### src/rtl/cpu_clock_ctrl.sv
// cpu_clock_ctrl: derives the slow CPU clock cpu_clk from clk, with run / step / burst / hold modes,
// a synchronised and debounced step button, a CPU-cycle counter and an optional PC breakpoint.
// Ports: clk, rst (async active-low); mode, step_btn, burst_len, pc, break_pc, break_valid in;
//        cpu_clk, cpu_clk_rise, busy, cycle_cnt, break_hit out. All outputs are registered.
// Breakpoint logic is compiled in only when CLKCTRL_BREAK_EN is defined; otherwise break_hit is 0.
module cpu_clock_ctrl #(
   parameter int DIV_HALF   = 5000000,
   parameter int DEB_CYCLES = 1000000,
   parameter int BURST_W    = 8,
   parameter int CNT_W      = 16
) (
   input  logic               clk,
   input  logic               rst,
   input  logic [1:0]         mode,
   input  logic               step_btn,
   input  logic [BURST_W-1:0] burst_len,
   input  logic [15:0]        pc,
   input  logic [15:0]        break_pc,
   input  logic               break_valid,
   output logic               cpu_clk,
   output logic               cpu_clk_rise,
   output logic               busy,
   output logic [CNT_W-1:0]   cycle_cnt,
   output logic               break_hit
);

   localparam int PH_W = (DIV_HALF > 1) ? $clog2(DIV_HALF) : 1;
   localparam int DB_W = (DEB_CYCLES > 1) ? $clog2(DEB_CYCLES + 1) : 1;
   localparam logic [PH_W-1:0] PH_LAST = PH_W'(DIV_HALF - 1);
   localparam logic [DB_W-1:0] DB_LAST = DB_W'(DEB_CYCLES - 1);

   localparam logic [1:0] M_RUN   = 2'b00;
   localparam logic [1:0] M_STEP  = 2'b01;
   localparam logic [1:0] M_BURST = 2'b10;

   typedef enum logic [1:0] {
      S_IDLE = 2'd0,
      S_HIGH = 2'd1,
      S_LOW  = 2'd2
   } state_t;

   // ------------------------------------------------------------------
   // Step button: 2-FF synchroniser followed by a stability counter.
   // ------------------------------------------------------------------
   logic            btn_meta;
   logic            btn_sync;
   logic            btn_acc;
   logic            step_evt;
   logic [DB_W-1:0] deb_cnt;

   always_ff @(posedge clk or negedge rst) begin
      if (!rst) begin
         btn_meta <= 1'b0;
         btn_sync <= 1'b0;
         btn_acc  <= 1'b0;
         step_evt <= 1'b0;
         deb_cnt  <= '0;
      end else begin
         btn_meta <= step_btn;
         btn_sync <= btn_meta;
         step_evt <= 1'b0;
         if (btn_sync == btn_acc) begin
            // level agrees with the accepted one: any pending change was a bounce
            deb_cnt <= '0;
         end else if (deb_cnt == DB_LAST) begin
            // DEB_CYCLES consecutive samples of the new level seen
            deb_cnt  <= '0;
            btn_acc  <= btn_sync;
            step_evt <= btn_sync;
         end else begin
            deb_cnt <= deb_cnt + DB_W'(1);
         end
      end
   end

   // ------------------------------------------------------------------
   // Breakpoint qualification
   // ------------------------------------------------------------------
   logic brk_match;   // start/continue would hit the breakpoint
   logic brk_step;    // step event that releases a halted CPU for one cycle
   logic hit_set;

`ifdef CLKCTRL_BREAK_EN
   assign brk_match = break_valid && (pc == break_pc) && ((mode == M_RUN) || (mode == M_BURST));
   assign brk_step  = break_hit && step_evt && (mode != 2'b11);

   always_ff @(posedge clk or negedge rst) begin
      if (!rst)
         break_hit <= 1'b0;
      else if (hit_set)
         break_hit <= 1'b1;
      else if (step_evt)
         break_hit <= 1'b0;
   end
`else
   assign brk_match = 1'b0;
   assign brk_step  = 1'b0;
   assign break_hit = 1'b0;
   logic unused_break;
   assign unused_break = ^{pc, break_pc, break_valid, hit_set};
`endif

   // ------------------------------------------------------------------
   // Clock FSM
   // ------------------------------------------------------------------
   state_t             state, state_nxt;
   logic [PH_W-1:0]    phase, phase_nxt;
   logic [BURST_W-1:0] burst_rem, rem_nxt;
   logic               single, single_nxt;   // current cycle is a breakpoint step-off
   logic               rise_nxt;

   always_comb begin
      state_nxt  = state;
      phase_nxt  = phase;
      rem_nxt    = burst_rem;
      single_nxt = single;
      hit_set    = 1'b0;
      case (state)
         S_IDLE: begin
            phase_nxt = '0;
            if (brk_step) begin
               state_nxt  = S_HIGH;
               single_nxt = 1'b1;
               rem_nxt    = '0;
            end else begin
               case (mode)
                  M_RUN: begin
                     if (brk_match) hit_set = 1'b1;
                     else           state_nxt = S_HIGH;
                  end
                  M_STEP: begin
                     if (step_evt) state_nxt = S_HIGH;
                  end
                  M_BURST: begin
                     if (step_evt && (burst_len != '0)) begin
                        if (brk_match) begin
                           hit_set = 1'b1;
                        end else begin
                           state_nxt = S_HIGH;
                           rem_nxt   = burst_len;
                        end
                     end
                  end
                  default: ;  // hold: never starts
               endcase
            end
         end
         S_HIGH: begin
            if (phase == PH_LAST) begin
               state_nxt = S_LOW;
               phase_nxt = '0;
            end else begin
               phase_nxt = phase + PH_W'(1);
            end
         end
         S_LOW: begin
            if (phase == PH_LAST) begin
               // cycle boundary: default is to stop and clear burst state
               phase_nxt  = '0;
               state_nxt  = S_IDLE;
               rem_nxt    = '0;
               single_nxt = 1'b0;
               if (!single) begin
                  case (mode)
                     M_RUN: begin
                        if (brk_match) hit_set = 1'b1;
                        else           state_nxt = S_HIGH;
                     end
                     M_BURST: begin
                        // burst_rem of 0 or 1 means this was the last cycle (or the
                        // burst was never loaded because mode changed from run)
                        if (burst_rem > BURST_W'(1)) begin
                           if (brk_match) begin
                              hit_set = 1'b1;
                           end else begin
                              state_nxt = S_HIGH;
                              rem_nxt   = burst_rem - BURST_W'(1);
                           end
                        end
                     end
                     default: ;
                  endcase
               end
            end else begin
               phase_nxt = phase + PH_W'(1);
            end
         end
         default: state_nxt = S_IDLE;
      endcase
   end

   assign rise_nxt = (state_nxt == S_HIGH) && (state != S_HIGH);

   always_ff @(posedge clk or negedge rst) begin
      if (!rst) begin
         state        <= S_IDLE;
         phase        <= '0;
         burst_rem    <= '0;
         single       <= 1'b0;
         cpu_clk      <= 1'b0;
         cpu_clk_rise <= 1'b0;
         busy         <= 1'b0;
         cycle_cnt    <= '0;
      end else begin
         state        <= state_nxt;
         phase        <= phase_nxt;
         burst_rem    <= rem_nxt;
         single       <= single_nxt;
         cpu_clk      <= (state_nxt == S_HIGH);
         cpu_clk_rise <= rise_nxt;
         busy         <= (state_nxt != S_IDLE);
         if (rise_nxt)
            cycle_cnt <= cycle_cnt + CNT_W'(1);
      end
   end

endmodule
### config.mk
export PLATFORM = sky130hd
export DESIGN_NAME = cpu_clock_ctrl
export DESIGN_NICKNAME = d
export VERILOG_FILES = /design/src/rtl/cpu_clock_ctrl.sv
export SDC_FILE = /design/constraint.sdc
export NUM_CORES = 1
export LEC_CHECK = 0
export ABC_AREA = 1
export CORE_UTILIZATION = 59
export CTS_CLUSTER_SIZE = 28
export DETAILED_ROUTE_END_ITERATION = 16
export PLACE_DENSITY = 0.95
export SKIP_CTS_REPAIR_TIMING = 1
export SLEW_MARGIN = 20
export SYNTH_ARGS = -nofsm -noshare
export SYNTH_HDL_FRONTEND = slang
export SYNTH_SLANG_ARGS = --single-unit
export TNS_END_PERCENT = 10
### constraint.sdc
create_clock -name clk -period 3.7 [get_ports clk]
set_input_delay 0.74 -clock clk [delete_from_list [all_inputs] [get_ports clk]]
set_output_delay 0.74 -clock clk [all_outputs]
set_load 0.1 [all_outputs]
# Word-level counts from Yosys, hierarchy flattened
# Cells that the tools add are included.
dict set report totals {
  input_bits 46
  register_bits 76
}
dict set report op_classes {
  bitwise 1
  muxes 20
  n_eq_ne 12
  order_cmp 1
  addsub 4
  reduce_logical 11
}
# op count
set op_table {}
lappend op_table {{23-bit case mux with 2 select lines} 1}
lappend op_table {{20-bit two-way mux} 2}
lappend op_table {{8-bit two-way mux} 5}
lappend op_table {{23-bit by 1-bit adder with 23-bit output (second input constant)} 1}
lappend op_table {{23-bit equality test (second input constant)} 1}
lappend op_table {{23-bit two-way mux} 1}
lappend op_table {{20-bit by 1-bit adder with 20-bit output (second input constant)} 1}
lappend op_table {{20-bit equality test (second input constant)} 1}
lappend op_table {{16-bit by 1-bit adder with 16-bit output (second input constant)} 1}
lappend op_table {{8-bit case mux with 2 select lines} 1}
lappend op_table {{2-bit case mux with 3 select lines} 2}
lappend op_table {{8-bit by 1-bit greater-than comparator with 1-bit output (second input constant)} 1}
lappend op_table {{2-bit two-way mux} 4}
lappend op_table {{8-bit nonzero test} 1}
lappend op_table {{8-bit by 1-bit subtractor with 8-bit output (second input constant)} 1}
lappend op_table {{2-bit by 1-bit equality test with 1-bit output (second input constant)} 3}
lappend op_table {{2-bit != test (second input constant)} 3}
lappend op_table {{2-bit nonzero test} 3}
lappend op_table {{2-bit equality test (second input constant)} 2}
lappend op_table {{2-bit logical NOT} 2}
lappend op_table {{4-bit AND reduction} 1}
lappend op_table {{1-bit two-way mux} 3}
lappend op_table {{1-bit logical AND} 2}
lappend op_table {{2-bit by 1-bit != test with 1-bit output (second input constant)} 1}
lappend op_table {{other kinds (5)} 5}

# Logic depth before layout (Yosys ltp)
dict set report logic_depth {
  depth_word 7
  mapped_depth 14
  ltp_nobuf 13
}

# Worst setup path before layout
# Ideal clock, no wire load.
dict set report synth_path {
  path_type {register -> register}
  startpoint {register cycle_cnt[2]}
  endpoint {register cycle_cnt[15]}
  setup_slack_ps 1445
  t_arrival_ps 2188
  setup_time_ps 67
  path_buffers 1
  stages_incl_launch_ff 9
  cell_sequence {dfrtp_1 -> buf_2 -> nand3_1 -> nor2_1 -> nand3_1 -> nor3_1 -> xor2_1 -> nand3_1 -> nand2_1}
}
dict set report synth_between {
  elab_chain_cells 1
}
# element line_no
set synth_lines {}
lappend synth_lines {{from (decl)} 23} ;# output logic [CNT_W-1:0] cycle_cnt,
lappend synth_lines {{from (signal assigned)} 213} ;# cycle_cnt <= cycle_cnt + CNT_W'(1);
lappend synth_lines {{16-bit by 1-bit adder with 16-bit output} 213}
# Every way passes these cells.
# A chain may end at the register's enable or synchronous reset.

# Worst setup path after layout
dict set report layout_path {
  startpoint {register cycle_cnt[5]}
  endpoint {output port cycle_cnt[5]}
}
# No word-level cell between the ends.

==> flow_results.org <==
** Routing
- In this run, the number of DRC markers left after iteration 0 of detailed routing was 234.
- Antenna-violating nets left :: 0
- Routed wire length per instance :: 13.11 µm
- The routed design has 9.202 mm of wire.
- Post-detailed-route DRC marker count :: 2
- Total vias in the final route :: 3,885
- After detailed routing, the number of vias per cell comes to 5.534.
- The first detailed-routing pass ran for 11 iterations.

** Place
- Routability congestion estimate :: slightly above 0.9
- I/O Buffers :: 31
- Setup slack at placement :: 1.250 ns
- DPL Wire Length :: 6.568 mm

** Logic synthesis
- Number of warnings reported in the yosys synthesis log :: 0
- Net count after synthesis :: 623
- Top flip-flop cell by instance count after synthesis :: sky130_fd_sc_hd__dfrtp_1
- Sequential-to-total area share from yosys stat :: 43.16%
- Yosys mapped a number of flops with a built-in enable equal to 0.
- After synthesis the netlist holds a flip-flop and latch count of 76.
- Area share of the largest cell type after synthesis :: 43.16%
- Distinct cell type count after synthesis :: 39
- Fraction of registers with async set/reset :: 100.0%
- After synthesis the cells add up to approximately 0.0044 mm².
- Ranked by total cell area, the synthesized netlist is headed by sky130_fd_sc_hd__dfrtp_1, sky130_fd_sc_hd__nand2_1, sky130_fd_sc_hd__inv_1, sky130_fd_sc_hd__nor2_1, sky130_fd_sc_hd__xor2_1.
- Counting every instance in the synthesized netlist gives 568.
- In this run the mean area of a mapped cell was 7.758 µm².
- The largest total area in the synthesized netlist belongs to sky130_fd_sc_hd__dfrtp_1.

** Global routing
- The first global-routing pass estimated 15.71 mm of wire.
- Global routing used 26.06% of the available tracks across all layers.
- Antenna violations before repair :: 0
- The number of global-route vias before repair was roughly 3,700.
- Maximum number of pins on one net before global-route repair :: 77
- After global routing the overflow that remains totals 0.

** Clocking
- The clock reaches the later pin of the worst-skew pair after 0.36 ns.
- After clock tree synthesis, the clock-pin slew on the worst setup and hold paths is 0.08 ns.
- The H-tree was split into 3 levels.
- No sink is reached through more buffers than the 2 on the longest clock path.
- Counting every sink on the clock net gives 76.
- Clock tree synthesis inserted a total of 9 buffers.
- Clock Root Buffer :: sky130_fd_sc_hd__clkbuf_8
- TritonCTS built the clock tree.

** STA
- Clock skew on the completed layout was measured at 0.01100 ns.
- Number of slew-limit violations in the final report :: 0
- Normalized max-slew margin :: about a third
- Minimum clock period :: 2.781 ns
- Fin. Hold Viols :: 0
- Of the available clock period, the critical path in the final layout requires 75.16%.
- Worst path setup slack after routing :: 0.9191 ns
- Worst Tran Pin Value :: 0.9745 ns
- Adding up every negative setup slack in the final design gives 0 ns.
- RSZ-0062 raised after global routing :: no
- Based on the critical path, the design can be clocked at up to 359.6 MHz.
- Setup violations, final :: 0

** Worst setup path
- For the worst setup path, the data arrival time is 2.04 ns.
- The worst setup path is of the reg2out kind.
- Of all nets on the critical path, the largest fanout is 8.
- Category of the worst setup path launch point :: flip-flop
- STA puts the critical path data required time at 2.96 ns.
- Walking the worst path, the cells encountered are clkdlybuf4s50_1.
- Cell class contributing the biggest share of worst-path delay :: buffers and inverters
- Critical Path Max Stage Delay :: between 1 and 1.5 ns
- Cell at the slowest stage of the critical path :: sky130_fd_sc_hd__clkdlybuf4s50_1
- Critical path capture point type :: primary output
- Sum of buffers and inverters on the critical path :: 1

** Floorplan
- Num ports :: 66
- Row generation in the floorplan step produced 31 rows.
- Floorplan die area :: 0.007819 mm²
- Core Region :: 0.007253 mm²
- Initial standard-cell utilization of the core :: 60.76%
- DIE HEIGHT :: 88.43 µm
- Die extent in x :: a little under 90 µm

** Outcome
- The checks that failed: DRC.
- Run status :: finished with violations

** Finish
- The library cell used most frequently in the layout, excluding fill and tap cells, is sky130_fd_sc_hd__nand2_1.
- Final core utilization :: 68.50%
- Commonest non-fill, non-tap cells in the layout :: sky130_fd_sc_hd__nand2_1, sky130_fd_sc_hd__dfrtp_1, sky130_fd_sc_hd__inv_1, sky130_fd_sc_hd__nor2_1, sky130_fd_sc_hd__nand3_1
- Nets@finish :: 653
- Number of filler instances in the final layout :: between 500 and 600
- Fraction of layout cells with a size suffix above 1 :: 7.960%
- Relative to the synthesized area, the layout overhead comes to 12.75%.
- The repair_antennas step left the layout with diodes totalling 0.
- Footprint of the flip-flops and latches :: 0.001902 mm²
- Multi-input gate area :: 0.002123 mm²

** Power and ir drop
- VDD sags by at most 0.2132 mV.
- Power density over cell area :: 482.4 mW/mm²
- Leakage :: between 0.002 and 0.0025 µW
- Total design power :: 2397 µW

** Worst hold path
- Worst hold path class :: reg2reg

** Run
- Total of max-cap violations :: 0
## final cells by class
type / instances / area share, %
Multi-Input combinational cell: 398 / 42.73
Sequential cell: 76 / 38.28
Inverter: 82 / 6.220
Timing Repair Buffer: 31 / 6.195
Clock buffer: 11 / 2.846
Tap cell: 99 / 2.493
Clock inverter: 5 / 1.234
## metal layers
metal | part of all wire (%) | up-vias | track usage, %
met5 | 0 | - | 0
met4 | 3.0 | 0 | 13.64
li1 | - | 1882 | -
met3 | 5.6 | 29 | 4.664
met1 | 41 | 1841 | 30.96
met2 | 50 | 133 | 45.17
## report_power, final
group / leakage (µW) / internal, µW / switching [µW]
combinational: 0.00124 / 197 / 602
clock: 0.0000918 / 331 / 312
sequential: 0.00101 / 892 / 63.0
## cell usage after synthesis, types with 3 or more instances
cell type and number:
sky130_fd_sc_hd__nor3_1 15, sky130_fd_sc_hd__nand2_1 124, sky130_fd_sc_hd__ha_1 9, sky130_fd_sc_hd__inv_1 69
sky130_fd_sc_hd__nor4_1 5, sky130_fd_sc_hd__inv_2 11, sky130_fd_sc_hd__nand2_2 3, sky130_fd_sc_hd__a21oi_1 22
sky130_fd_sc_hd__nor2_4 3, sky130_fd_sc_hd__o21ai_1 9, sky130_fd_sc_hd__o22ai_1 7, sky130_fd_sc_hd__buf_2 7
sky130_fd_sc_hd__dfrtp_1 76, sky130_fd_sc_hd__nor2_1 66, sky130_fd_sc_hd__nand4_1 16, sky130_fd_sc_hd__nor2_2 5
sky130_fd_sc_hd__nand3_1 43, sky130_fd_sc_hd__xnor2_1 9, sky130_fd_sc_hd__xor2_1 27, sky130_fd_sc_hd__o21a_1 4
sky130_fd_sc_hd__o21ai_0 14
## through the flow
stage | std cells | hold slack (ns) | cell area (µm²)
final | 702 | 0.3512 | 4969
after global routing | 702 | 0.3762 | 4969
after detailed placement | 686 | 0.3401 | 4766
after global placement | 686 | 0.3328 | 4766
after CTS | 702 | 0.3559 | 4969
after floorplan | 568 | 0.3312 | 4407
## registers in the layout (all words and copies together) (netlist names)
signal	cells
btn_acc	1
btn_meta	1
btn_sync	1
burst_rem	8
busy	1
cpu_clk	1
cpu_clk_rise	1
cycle_cnt	16
deb_cnt	20
phase	23
state	2
step_evt	1
## path summary, 6_finish.rpt
kind | endpoint | cells after the start | slack (ns) | from
min in group asynchronous | burst_rem[2] | 1 | 0.51 | rst
hold reg to reg | btn_sync | 0 | 0.35 | btn_meta
max in group asynchronous | deb_cnt[17] | 1 | 2.56 | rst
hold / removal | btn_sync | 0 | 0.35 | btn_meta
setup reg to reg | phase[18] | 9 | 1.48 | state[1]
setup / recovery | cycle_cnt[5] | 1 | 0.92 | cycle_cnt[5]
## logic make-up after synthesis
group                      synth area share, %
and+or+nand+nor                          31.40
buffers and inverters                    8.660
DFF                                      43.16
AOI/OAI and AO/OA                        6.985
xor gates and xnor gates                 7.155
adders and majority gates                2.555
other                                  0.08510
Power figures use the tool's default switching activity.
